**config.mk**
```make
export PLATFORM = sky130hd
export DESIGN_NAME = dataflow_deadlock_monitor
export DESIGN_NICKNAME = d
export VERILOG_FILES = /design/src/rtl/dataflow_deadlock_monitor_pkg.sv /design/src/rtl/dataflow_deadlock_monitor_filter.sv /design/src/rtl/dataflow_deadlock_monitor.sv
export SDC_FILE = /design/constraint.sdc
export NUM_CORES = 1
export LEC_CHECK = 0
export CAP_MARGIN = 20
export CORE_UTILIZATION = 52
export CTS_CLUSTER_SIZE = 14
export DETAILED_ROUTE_END_ITERATION = 8
export GPL_TIMING_DRIVEN = 0
export PLACE_DENSITY = 0.76
export SYNTH_ARGS = -nofsm -noshare
export SYNTH_HDL_FRONTEND = slang
export SYNTH_HIERARCHICAL = 1
export SYNTH_SLANG_ARGS = --single-unit
```
**constraint.sdc**
```tcl
create_clock -name clock -period 2.22 [get_ports clock]
set_input_delay 0.444 -clock clock [delete_from_list [all_inputs] [get_ports clock]]
set_output_delay 0.444 -clock clock [all_outputs]
set_load 0.05 [all_outputs]
```
**src/rtl/dataflow_deadlock_monitor_pkg.sv**
```systemverilog
// Shared types and helpers for the dataflow deadlock monitor: walk FSM states,
// index/width helpers used by the stability filter and the wait-for-graph walker.
package dl_monitor_pkg;

    typedef enum logic [2:0] {
        IDLE,
        STABLE,
        CHASE,
        MARK,
        REPORT,
        EXHAUSTED
    } state_t;

    localparam int MAX_PROC = 64;

    function automatic int clog2(input int value);
        int w;
        w = 0;
        for (int i = 0; i < 31; i++) begin
            if ((1 << i) < value) w = i + 1;
        end
        return w;
    endfunction

    // Index of the least-significant set bit; 0 when the mask is empty.
    function automatic int lowest_set(input logic [MAX_PROC-1:0] mask);
        int idx;
        idx = 0;
        for (int i = MAX_PROC - 1; i >= 0; i--) begin
            if (mask[i]) idx = i;
        end
        return idx;
    endfunction

endpackage

```
**src/rtl/dataflow_deadlock_monitor_filter.sv**
```systemverilog
// Snapshot register and stability counter: flags any change of the blocked/wait_on
// inputs against last cycle and counts how long the FSM has seen them unchanged.
module dl_stability_filter
    import dl_monitor_pkg::*;
#(
    parameter int N_PROC        = 4,
    parameter int IDW           = 2,
    parameter int STABLE_CYCLES = 16
) (
    input  logic                  clock,
    input  logic                  reset,
    input  logic [N_PROC-1:0]     i_blocked,
    input  logic [N_PROC*IDW-1:0] i_wait_on,
    input  logic                  i_cnt_load,
    input  logic                  i_cnt_inc,
    output logic [N_PROC-1:0]     o_snap_blocked,
    output logic [N_PROC*IDW-1:0] o_snap_wait_on,
    output logic                  o_changed,
    output logic                  o_stable
);

    localparam int CNT_W  = clog2(STABLE_CYCLES + 1);
    localparam int SNAP_W = N_PROC * (IDW + 1);

    logic [SNAP_W-1:0] r_snap;
    logic [CNT_W-1:0]  r_cnt;
    logic [SNAP_W-1:0] w_live;

    assign w_live                           = {i_blocked, i_wait_on};
    assign o_changed                        = (w_live != r_snap);
    assign o_stable                         = (r_cnt == CNT_W'(STABLE_CYCLES));
    assign {o_snap_blocked, o_snap_wait_on} = r_snap;

    // Counter holds at STABLE_CYCLES; any cycle without load/inc clears it.
    always_ff @(posedge clock or negedge reset) begin
        if (!reset) begin
            r_snap <= '0;
            r_cnt  <= '0;
        end else begin
            r_snap <= w_live;
            if (i_cnt_load) begin
                r_cnt <= CNT_W'(1);
            end else if (i_cnt_inc) begin
                if (!o_stable) r_cnt <= r_cnt + CNT_W'(1);
            end else begin
                r_cnt <= '0;
            end
        end
    end

endmodule

```
**src/rtl/dataflow_deadlock_monitor.sv**
```systemverilog
// Runtime deadlock monitor: once the blocked/wait-on snapshot is stable, walks the
// wait-for graph one edge per cycle and latches a sticky report of the first cycle found.
module dataflow_deadlock_monitor
    import dl_monitor_pkg::*;
#(
    parameter int N_PROC        = 4,
    parameter int IDW           = 2,
    parameter int STABLE_CYCLES = 16
) (
    input  logic                  clock,
    input  logic                  reset,
    input  logic                  enable,
    input  logic [N_PROC-1:0]     proc_blocked,
    input  logic [N_PROC*IDW-1:0] wait_on,
    input  logic                  clear,
    output logic                  busy,
    output logic                  deadlock_det,
    output logic [N_PROC-1:0]     deadlock_mask,
    output logic [IDW-1:0]        deadlock_origin,
    output logic [IDW:0]          cycle_len
);

    state_t              r_state, w_state_nxt;
    logic [IDW-1:0]      r_cur, w_cur_nxt;
    logic [IDW-1:0]      r_start, w_start_nxt;
    logic [IDW-1:0]      r_origin, w_origin_nxt;
    logic [N_PROC-1:0]   r_visited, w_visited_nxt;
    logic [N_PROC-1:0]   r_tried, w_tried_nxt;
    logic [N_PROC-1:0]   r_mask, w_mask_nxt;
    logic [IDW:0]        r_len, w_len_nxt;
    logic                r_det, w_det_nxt;
    logic [N_PROC-1:0]   r_dmask, w_dmask_nxt;
    logic [IDW-1:0]      r_dorigin, w_dorigin_nxt;
    logic [IDW:0]        r_dlen, w_dlen_nxt;

    logic                  w_cnt_load, w_cnt_inc, w_changed, w_stable;
    logic [N_PROC-1:0]     w_snap_blocked;
    logic [N_PROC*IDW-1:0] w_snap_wait;
    logic [IDW-1:0]        w_nxt;
    logic                  w_cur_blocked, w_edge_valid;
    logic [N_PROC-1:0]     w_nxt_oh, w_start_oh;
    logic [N_PROC-1:0]     w_cand0, w_cand1, w_first0_oh, w_first1_oh;
    logic [IDW-1:0]        w_first0, w_first1;

    dl_stability_filter #(
        .N_PROC        (N_PROC),
        .IDW           (IDW),
        .STABLE_CYCLES (STABLE_CYCLES)
    ) u_filter (
        .clock          (clock),
        .reset          (reset),
        .i_blocked      (proc_blocked),
        .i_wait_on      (wait_on),
        .i_cnt_load     (w_cnt_load),
        .i_cnt_inc      (w_cnt_inc),
        .o_snap_blocked (w_snap_blocked),
        .o_snap_wait_on (w_snap_wait),
        .o_changed      (w_changed),
        .o_stable       (w_stable)
    );

    // The walk reads the registered snapshot; any input change aborts it the same cycle.
    always_comb begin
        w_nxt         = '0;
        w_cur_blocked = 1'b0;
        w_start_oh    = '0;
        for (int i = 0; i < N_PROC; i++) begin
            if (int'(r_cur) == i) begin
                w_nxt         = w_snap_wait[i*IDW +: IDW];
                w_cur_blocked = w_snap_blocked[i];
            end
            if (int'(r_start) == i) w_start_oh[i] = 1'b1;
        end
    end

    always_comb begin
        w_nxt_oh = '0;
        for (int i = 0; i < N_PROC; i++) begin
            if (int'(w_nxt) == i) w_nxt_oh[i] = 1'b1;
        end
    end

    // An out-of-range wait_on index decodes to an empty one-hot: no edge.
    assign w_edge_valid = |w_nxt_oh;
    assign w_cand0      = w_snap_blocked & ~r_tried;
    assign w_cand1      = w_snap_blocked & ~(r_tried | w_start_oh);
    assign w_first0_oh  = w_cand0 & (~w_cand0 + N_PROC'(1));
    assign w_first1_oh  = w_cand1 & (~w_cand1 + N_PROC'(1));
    assign w_first0     = IDW'(lowest_set(MAX_PROC'(w_cand0)));
    assign w_first1     = IDW'(lowest_set(MAX_PROC'(w_cand1)));

    always_comb begin
        w_state_nxt   = r_state;
        w_cur_nxt     = r_cur;
        w_start_nxt   = r_start;
        w_origin_nxt  = r_origin;
        w_visited_nxt = r_visited;
        w_tried_nxt   = r_tried;
        w_mask_nxt    = r_mask;
        w_len_nxt     = r_len;
        w_det_nxt     = r_det;
        w_dmask_nxt   = r_dmask;
        w_dorigin_nxt = r_dorigin;
        w_dlen_nxt    = r_dlen;
        w_cnt_load    = 1'b0;
        w_cnt_inc     = 1'b0;
        if (clear) begin
            w_state_nxt   = IDLE;
            w_cur_nxt     = '0;
            w_start_nxt   = '0;
            w_origin_nxt  = '0;
            w_visited_nxt = '0;
            w_tried_nxt   = '0;
            w_mask_nxt    = '0;
            w_len_nxt     = '0;
            w_det_nxt     = 1'b0;
            w_dmask_nxt   = '0;
            w_dorigin_nxt = '0;
            w_dlen_nxt    = '0;
        end else if (!enable) begin
            w_state_nxt   = IDLE;
            w_visited_nxt = '0;
            w_tried_nxt   = '0;
        end else begin
            case (r_state)
                IDLE: begin
                    if (|proc_blocked) begin
                        w_state_nxt = STABLE;
                        w_cnt_load  = 1'b1;
                    end
                end
                STABLE: begin
                    if (w_changed || !(|proc_blocked)) begin
                        w_state_nxt   = IDLE;
                        w_visited_nxt = '0;
                        w_tried_nxt   = '0;
                    end else if (w_stable) begin
                        w_state_nxt   = CHASE;
                        w_start_nxt   = w_first0;
                        w_cur_nxt     = w_first0;
                        w_visited_nxt = w_first0_oh;
                    end else begin
                        w_cnt_inc = 1'b1;
                    end
                end
                CHASE: begin
                    if (w_changed) begin
                        w_state_nxt   = IDLE;
                        w_visited_nxt = '0;
                        w_tried_nxt   = '0;
                    end else if (!w_cur_blocked || !w_edge_valid) begin
                        w_tried_nxt = r_tried | w_start_oh;
                        if (|w_cand1) begin
                            w_start_nxt   = w_first1;
                            w_cur_nxt     = w_first1;
                            w_visited_nxt = w_first1_oh;
                        end else begin
                            w_state_nxt = EXHAUSTED;
                        end
                    end else if (|(r_visited & w_nxt_oh)) begin
                        w_state_nxt  = MARK;
                        w_origin_nxt = w_nxt;
                        w_cur_nxt    = w_nxt;
                        w_mask_nxt   = w_nxt_oh;
                        w_len_nxt    = (IDW+1)'(1);
                    end else begin
                        w_visited_nxt = r_visited | w_nxt_oh;
                        w_cur_nxt     = w_nxt;
                    end
                end
                MARK: begin
                    if (w_changed) begin
                        w_state_nxt   = IDLE;
                        w_visited_nxt = '0;
                        w_tried_nxt   = '0;
                    end else if (w_nxt == r_origin) begin
                        w_state_nxt   = REPORT;
                        w_det_nxt     = 1'b1;
                        w_dmask_nxt   = r_mask;
                        w_dorigin_nxt = r_origin;
                        w_dlen_nxt    = r_len;
                    end else begin
                        w_mask_nxt = r_mask | w_nxt_oh;
                        w_len_nxt  = r_len + (IDW+1)'(1);
                        w_cur_nxt  = w_nxt;
                    end
                end
                REPORT: begin
                    w_state_nxt = REPORT;
                end
                EXHAUSTED: begin
                    if (w_changed) begin
                        w_state_nxt   = IDLE;
                        w_visited_nxt = '0;
                        w_tried_nxt   = '0;
                    end
                end
                default: begin
                    w_state_nxt = IDLE;
                end
            endcase
        end
    end

    always_ff @(posedge clock or negedge reset) begin
        if (!reset) begin
            r_state   <= IDLE;
            r_cur     <= '0;
            r_start   <= '0;
            r_origin  <= '0;
            r_visited <= '0;
            r_tried   <= '0;
            r_mask    <= '0;
            r_len     <= '0;
            r_det     <= 1'b0;
            r_dmask   <= '0;
            r_dorigin <= '0;
            r_dlen    <= '0;
        end else begin
            r_state   <= w_state_nxt;
            r_cur     <= w_cur_nxt;
            r_start   <= w_start_nxt;
            r_origin  <= w_origin_nxt;
            r_visited <= w_visited_nxt;
            r_tried   <= w_tried_nxt;
            r_mask    <= w_mask_nxt;
            r_len     <= w_len_nxt;
            r_det     <= w_det_nxt;
            r_dmask   <= w_dmask_nxt;
            r_dorigin <= w_dorigin_nxt;
            r_dlen    <= w_dlen_nxt;
        end
    end

    assign busy            = (r_state == STABLE) || (r_state == CHASE) || (r_state == MARK);
    assign deadlock_det    = r_det;
    assign deadlock_mask   = r_dmask;
    assign deadlock_origin = r_dorigin;
    assign cycle_len       = r_dlen;

endmodule

```
**Word-level counts from Yosys, hierarchy flattened**

Cells that the tools add are included.

- Register bits after elaboration: 51
- Input port bits: 16
- Output and inout bits: 11
- Word-level logic and storage cells: 226

- $add $sub $neg: 4
- Equality and inequality tests: 42
- Mux-type cells: 122
- Bitwise gates (word level): 12
- Reduce and logical (&&, ||, !) cells: 32

Operators by type and width:

| kind | number |
|---|---|
| $mux W4 | 26 |
| $mux W2 | 36 |
| $mux W3 | 24 |
| $mux W1 | 26 |
| $ne A3 B3 Y1 const B | 8 |
| $ne A6 B6 Y1 const B | 4 |
| $pmux W4 S3 | 2 |
| $and A4 B4 Y4 | 5 |
| $pmux W3 S6 | 1 |
| $ne A4 B4 Y1 const B | 4 |
| $not A4 Y4 | 4 |
| $reduce_or A4 Y1 | 4 |
| $mux W5 | 3 |
| $reduce_and A7 Y1 | 2 |
| $eq A2 B2 Y1 const B | 6 |
| $ne A12 B12 Y1 | 1 |
| $or A4 B4 Y4 | 3 |
| $ne A5 B5 Y1 const B | 2 |
| $reduce_and A5 Y1 | 2 |
| $reduce_bool A2 Y1 | 5 |
| $add A4 B1 Y4 const B | 2 |
| $pmux W4 S2 | 1 |
| $reduce_and A4 Y1 | 2 |
| $reduce_and A8 Y1 | 1 |
| other kinds (24) | 38 |

**Longest topological paths before layout**

- Word-level depth: 15
- Depth in mapped cells: 10
- Mapped depth without buffers: 9

**By module**

The synthesis kept the hierarchy.

Modules (own cells, without submodules):

| module | times used | cells an instance | area an instance (um^2) | seq. area each (um^2) |
|---|---|---|---|---|
| dataflow_deadlock_monitor | 1 | 262 | 2387.3 | 850.8 |
| dl_stability_filter | 1 | 52 | 686.9 | 425.4 |

**Worst setup path after synthesis**

No wires, ideal clock.

- Path type: input -> register
- From: in proc_blocked[1]
- To: reg r_visited[3]
- Setup time: 0.086 ns
- Arrival: 2.329 ns
- Data required time: 2.134 ns
- Slack: -0.195 ns
- Stages on the path: 9
- Path buffers: 1
- Path through: xor2_1 nor4_1 nand3_1 clkbuf_1 a2111oi_0 nand3_1 a21oi_1 o21ai_0 a32oi_1

- Elaborated cells on any way between the ends: 14
- Classes of those cells: eq/ne (5); mux (5); reduce/logical (4)

RTL lines:

| element | RTL line | source |
|---|---|---|
| start, declared | dataflow_deadlock_monitor.sv:13 | `input logic [N_PROC-1:0] proc_blocked,` |
| $ne A12 B12 Y1 * | dataflow_deadlock_monitor_filter.sv:30 | `assign o_changed = (w_live != r_snap);` |
| net w_changed | dataflow_deadlock_monitor.sv:36 | `logic w_cnt_load, w_cnt_inc, w_changed, w_stable;` |
| $logic_or A1 B1 Y1 | dataflow_deadlock_monitor.sv:133 | `if (w_changed \|\| !(\|proc_blocked)) begin` |
| $mux W4 | dataflow_deadlock_monitor.sv:133 |  |
| $pmux W4 S3 | dataflow_deadlock_monitor.sv:125 | `case (r_state)` |
| $mux W4 | dataflow_deadlock_monitor.sv:120 | `end else if (!enable) begin` |
| $mux W4 | dataflow_deadlock_monitor.sv:107 | `if (clear) begin` |
| end signal, assigned | dataflow_deadlock_monitor.sv:224 | `r_visited <= w_visited_nxt;` |
| end, declared | dataflow_deadlock_monitor.sv:27 | `logic [N_PROC-1:0] r_visited, w_visited_nxt;` |

Mark *: on every way through the listed nets, which the timed path passes. The rest lies on a longest branch.
A chain may end at the register's enable or synchronous reset.

**Final worst setup path**

- From: reg u_filter.r_snap[8]
- To: reg r_visited[3]

- Elaborated cells on any way between the ends: 30
- Classes of those cells: add/sub (2); eq/ne (5); mux (12); bitwise (6); reduce/logical (5)

RTL lines:

| element | RTL line | source |
|---|---|---|
| start, declared | dataflow_deadlock_monitor_filter.sv:25 | `logic [SNAP_W-1:0] r_snap;` |
| start signal, assigned | dataflow_deadlock_monitor_filter.sv:40 | `r_snap <= w_live;` |
| $ne A12 B12 Y1 * | dataflow_deadlock_monitor_filter.sv:30 |  |
| net w_changed | dataflow_deadlock_monitor.sv:36 |  |
| $logic_or A1 B1 Y1 | dataflow_deadlock_monitor.sv:133 |  |
| $mux W4 | dataflow_deadlock_monitor.sv:133 |  |
| $pmux W4 S3 | dataflow_deadlock_monitor.sv:125 |  |
| $mux W4 | dataflow_deadlock_monitor.sv:120 |  |
| $mux W4 | dataflow_deadlock_monitor.sv:107 |  |

Mark *: on every way through the listed nets, which the timed path passes. The rest lies on a longest branch. The select of a mux whose other input is x is not followed.

==> metrics.md <==
| Metric | Value |
|---|---|
| Status | `complete, but fails checks` |
| Violated checks | `setup timing` |
| DRT Pass-1 Iters | `4` |
| Cts bufs inserted | `5` |
| Multi-input logic area | `2110 sq um` |
| Final antenna-violating net count | `0` |
| CTS tree | `yes` |
| DRC viols | `0` |
| Largest net degree at the start of global routing | `28` |
| Largest family of logic cells by synthesized area | `simple AND/OR/NAND/NOR gates` |
| Reg power frac | `52.1%` |
| Post-Synth Simple-Gate Area | `between 20% and 30%` |
| Cell-internal power | `between 1 and 1.5 mW` |
| Area contributors post-synth | `dfrtp_1, a22o_1, xor2_1` |
| Post-synth EDFFs | `0` |
| Fin crit share | `108%` |
| Fin nets | `between 300 and 400` |
| Row Count | `27` |
| Comb pwr share | `17.3%` |
| # IOs | `27` |
| Fraction of synthesized area in multiplexers | `under 10%` |
| Clock tree buffer depth | `2` |
| H-tree Lvls | `2` |
| Setup CP Type | `reg2reg` |
| Root Driver | `clkbuf_8` |
| N_diodes | `0` |
| Wire per inst | `roughly 19 um` |
| Area growth, synth to finish | `35.6%` |
| Leading area contributor after synthesis | `dfrtp_1` |
| Area occupied by registers | `about 1300 sq um` |
| VDD IR max | `roughly 0.38 mV` |
| Slew headroom | `a little over two fifths` |
| Via count | `2852` |
| Layout cells sized above 1 | `between 30% and 40%` |
| Vias in the first global route | `around 2700` |
| Syn Std Cell Area | `between 3000 and 4000 sq um` |
| # fillers | `between 400 and 500` |
| Iteration-0 DRC Markers | `about 270` |
| Initial core utilization | `a little over half` |
| Core box area | `roughly 5600 sq um` |
| Seq/Total Area, Yosys | `between 40% and 50%` |
| Pre-CTS setup slack | `-969 ps` |
| Number of setup violations in the final report | `31` |
| Later-pin clock latency in the skew report | `310 ps` |
| Max Cap Viol | `0` |
| Hold Worst Slack | `122 ps` |
| Gpl congestion | `0.925` |
| Post-synth top flop | `dfrtp_1` |
| Post-synth ARST share | `100%` |
| Die Height | `78.9 um` |
| Post-synthesis compound-gate area fraction | `20.9%` |
| Yosys cell types | `64` |
| Crit path time final | `around 2400 ps` |
| Clock share of power | `around 31%` |
| Slew @ Worst Pin | `~850 ps` |
| CP arrival | `2620 ps` |
| Detailed Place HPWL | `slightly below 6000 um` |
| CTS Sinks | `between 50 and 60` |
| Post-Synth Adder-Cell Area | `about 1.2%` |
| Post-Route WL | `approximately 8700 um` |
| FF+latch count, synth | `51` |
| Syn Area/Cell | `9.79 sq um` |
| Power Density | `447 nW/um^2` |
| P_sw | `about 0.56 mW` |
| DR vias/cell | `6.35` |
| Mapped Nets | `about 330` |
| First-pass GRT wire length | `13900 um` |
| Setup TNS | `-2910 ps` |
| Post-synthesis xor/xnor area fraction | `roughly 6.0%` |
| Dpl cells | `413` |
| RSZ-0062 raised after global routing | `true` |
| Antenna violations before repair | `0` |
| Synth top area share | `about two fifths` |
| Port Buffers | `26` |
| Final Non-Filler Cells | `roughly 450` |
| Clk slew on worst S/H paths | `100 ps` |
| Mapped Cells | `314` |
| Sw frac | `a little under a third` |
| Dpl cell area | `roughly 3500 sq um` |
| CP Capture Type | `flop` |
| Startpoint Class | `flop` |
| Max Freq | `between 400 and 500 MHz` |
| Gr ovfl total | `0` |
| Setup Skew | `roughly 12 ps` |
| Total GRT Usage | `between 20 and 30%` |
| Hold crit path type | `in2async` |
| P_leak | `approximately 1.7 nW` |
| Die area | `6220 sq um` |
| Hold Fails Final Rpt | `0` |
| CP max FO | `5` |
| Max Slew Vio Count | `0` |
| Worst EP required | `2450 ps` |
| Die width | `78.9 um` |
| Post-layout instance area | `between 4000 and 5000 sq um` |
| Synthesis Warnings | `6` |
| Final worst slack | `-172 ps` |
## stage by stage
stage / total power, mW / util (%)
after floorplan: 1.14 / -
after global placement: 1.24 / 61.7
after detailed placement: 1.25 / 62.0
after CTS: 1.84 / 70.7
after global routing: 1.94 / 74.3
final: 1.86 / 74.3
## cells in the mapped netlist (all sizes together) (2+ instances only)
| cell type | n |
|---|---|
| a2111oi | 2 |
| mux4 | 3 |
| o31ai | 2 |
| inv | 7 |
| and2 | 5 |
| nand3 | 12 |
| xnor2 | 4 |
| a32oi | 3 |
| mux2i | 7 |
| ha | 3 |
| buf | 4 |
| nor2b | 12 |
| nand4 | 4 |
| dfrtp | 51 |
| nor3 | 10 |
| a21o | 5 |
| nor4 | 7 |
| o221ai | 2 |
| xor2 | 14 |
| nor2 | 27 |
| a221oi | 2 |
| a21oi | 20 |
| a31oi | 3 |
| o21a | 2 |
| nor4b | 2 |
| a211oi | 3 |
| o21bai | 3 |
| clkbuf | 9 |
| a22o | 14 |
| o21ai | 15 |
| mux2 | 2 |
| nand2b | 14 |
| o22ai | 3 |
| nand2 | 16 |
| and3 | 3 |
| or3 | 2 |
## per-layer routing
| metal | up-vias | global-route usage, % | routed length, um |
|---|---|---|---|
| met5 | - | 0 | 0 |
| met4 | 0 | 10.4 | 362 |
| met3 | 34 | 4.25 | 398 |
| met2 | 127 | 49.9 | 4160 |
| met1 | 1397 | 38.7 | 3820 |
| li1 | 1294 | - | - |
## path summary, 6_finish.rpt
path,slack (ps),endpoint,cells after the start,start
worst max-delay path,-170,r_visited[3],10,u_filter/r_snap[8]
worst max register to register,-170,r_visited[3],10,u_filter/r_snap[8]
worst min register to register,510,r_len[2],1,r_len[2]
max in group asynchronous,1530,r_cur[0],2,reset
min in group clock,390,u_filter/r_snap[0],1,wait_on[0]
worst min-delay path,120,deadlock_mask[1],1,reset
## registers in the layout, summed over array words and instances (netlist names), 3 cells and up
name	flops
u_filter/r_snap	12
u_filter/r_cnt	5
deadlock_mask	4
r_mask	4
r_tried	4
r_visited	4
cycle_len	3
r_len	3
r_state	3
## cell type report
cell class	count	share of cell area [%]
inverter	7	0.630
clock buffer	5	1.65
timing repair buffer	55	11.6
sequential	51	30.7
tap	72	2.16
multi-input combinational	244	50.5
clock inverter	3	0.570
buffer	12	2.16
## power by group through the flow
stage | Clock, mW | Sequential [mW] | Combinational, mW
CTS | 0.577 | 0.969 | 0.298
floorplan | 0 | 0.981 | 0.162
global placement | 0 | 0.984 | 0.260
global route | 0.615 | 0.974 | 0.347
finish | 0.571 | 0.970 | 0.322
detailed placement | 0 | 0.986 | 0.266
## critical path, stage by stage (launching register included)
cell	delay (ps)
dfrtp_1	410
xor2_1	170
nor4_1	300
nand3_1	150
buf_6	160
clkbuf_16	150
a2111oi_4	280
nand3_1	150
a21oi_2	200
o21ai_1	90
a32oi_1	240
## placed cells by master (no fill, tap or decap), types with 6 or more instances in the layout
master | Yosys | layout
nand2_1 | 15 | 13
xor2_1 | 14 | 14
clkbuf_8 | 0 | 6
a21oi_1 | 20 | 10
nor2b_1 | 12 | 11
nand3_1 | 12 | 10
buf_4 | 1 | 26
dlygate4sd2_1 | 0 | 9
a21oi_2 | 0 | 10
clkdlybuf4s50_1 | 0 | 11
o21ai_0 | 15 | 9
dfrtp_1 | 51 | 48
a22o_1 | 14 | 14
nor2_1 | 27 | 23
nand2b_1 | 14 | 11
## cell families after synthesis
| logic type | Yosys count |
|---|---|
| simple gates | 120 |
| compound gates | 90 |
| flops | 51 |
| buf+inv | 20 |
| xor+xnor | 18 |
| mux | 12 |
| fa+ha+maj | 3 |
## what timing repair did
item,4_1_cts,5_1_grt
resized for setup,77,43
endpoints found under the setup margin,40,39
hold buffers,0,0
buffers inserted,21,6
pin swaps,42,23
gates cloned,2,0
Note: power is estimated with default switching activity, not from simulation.
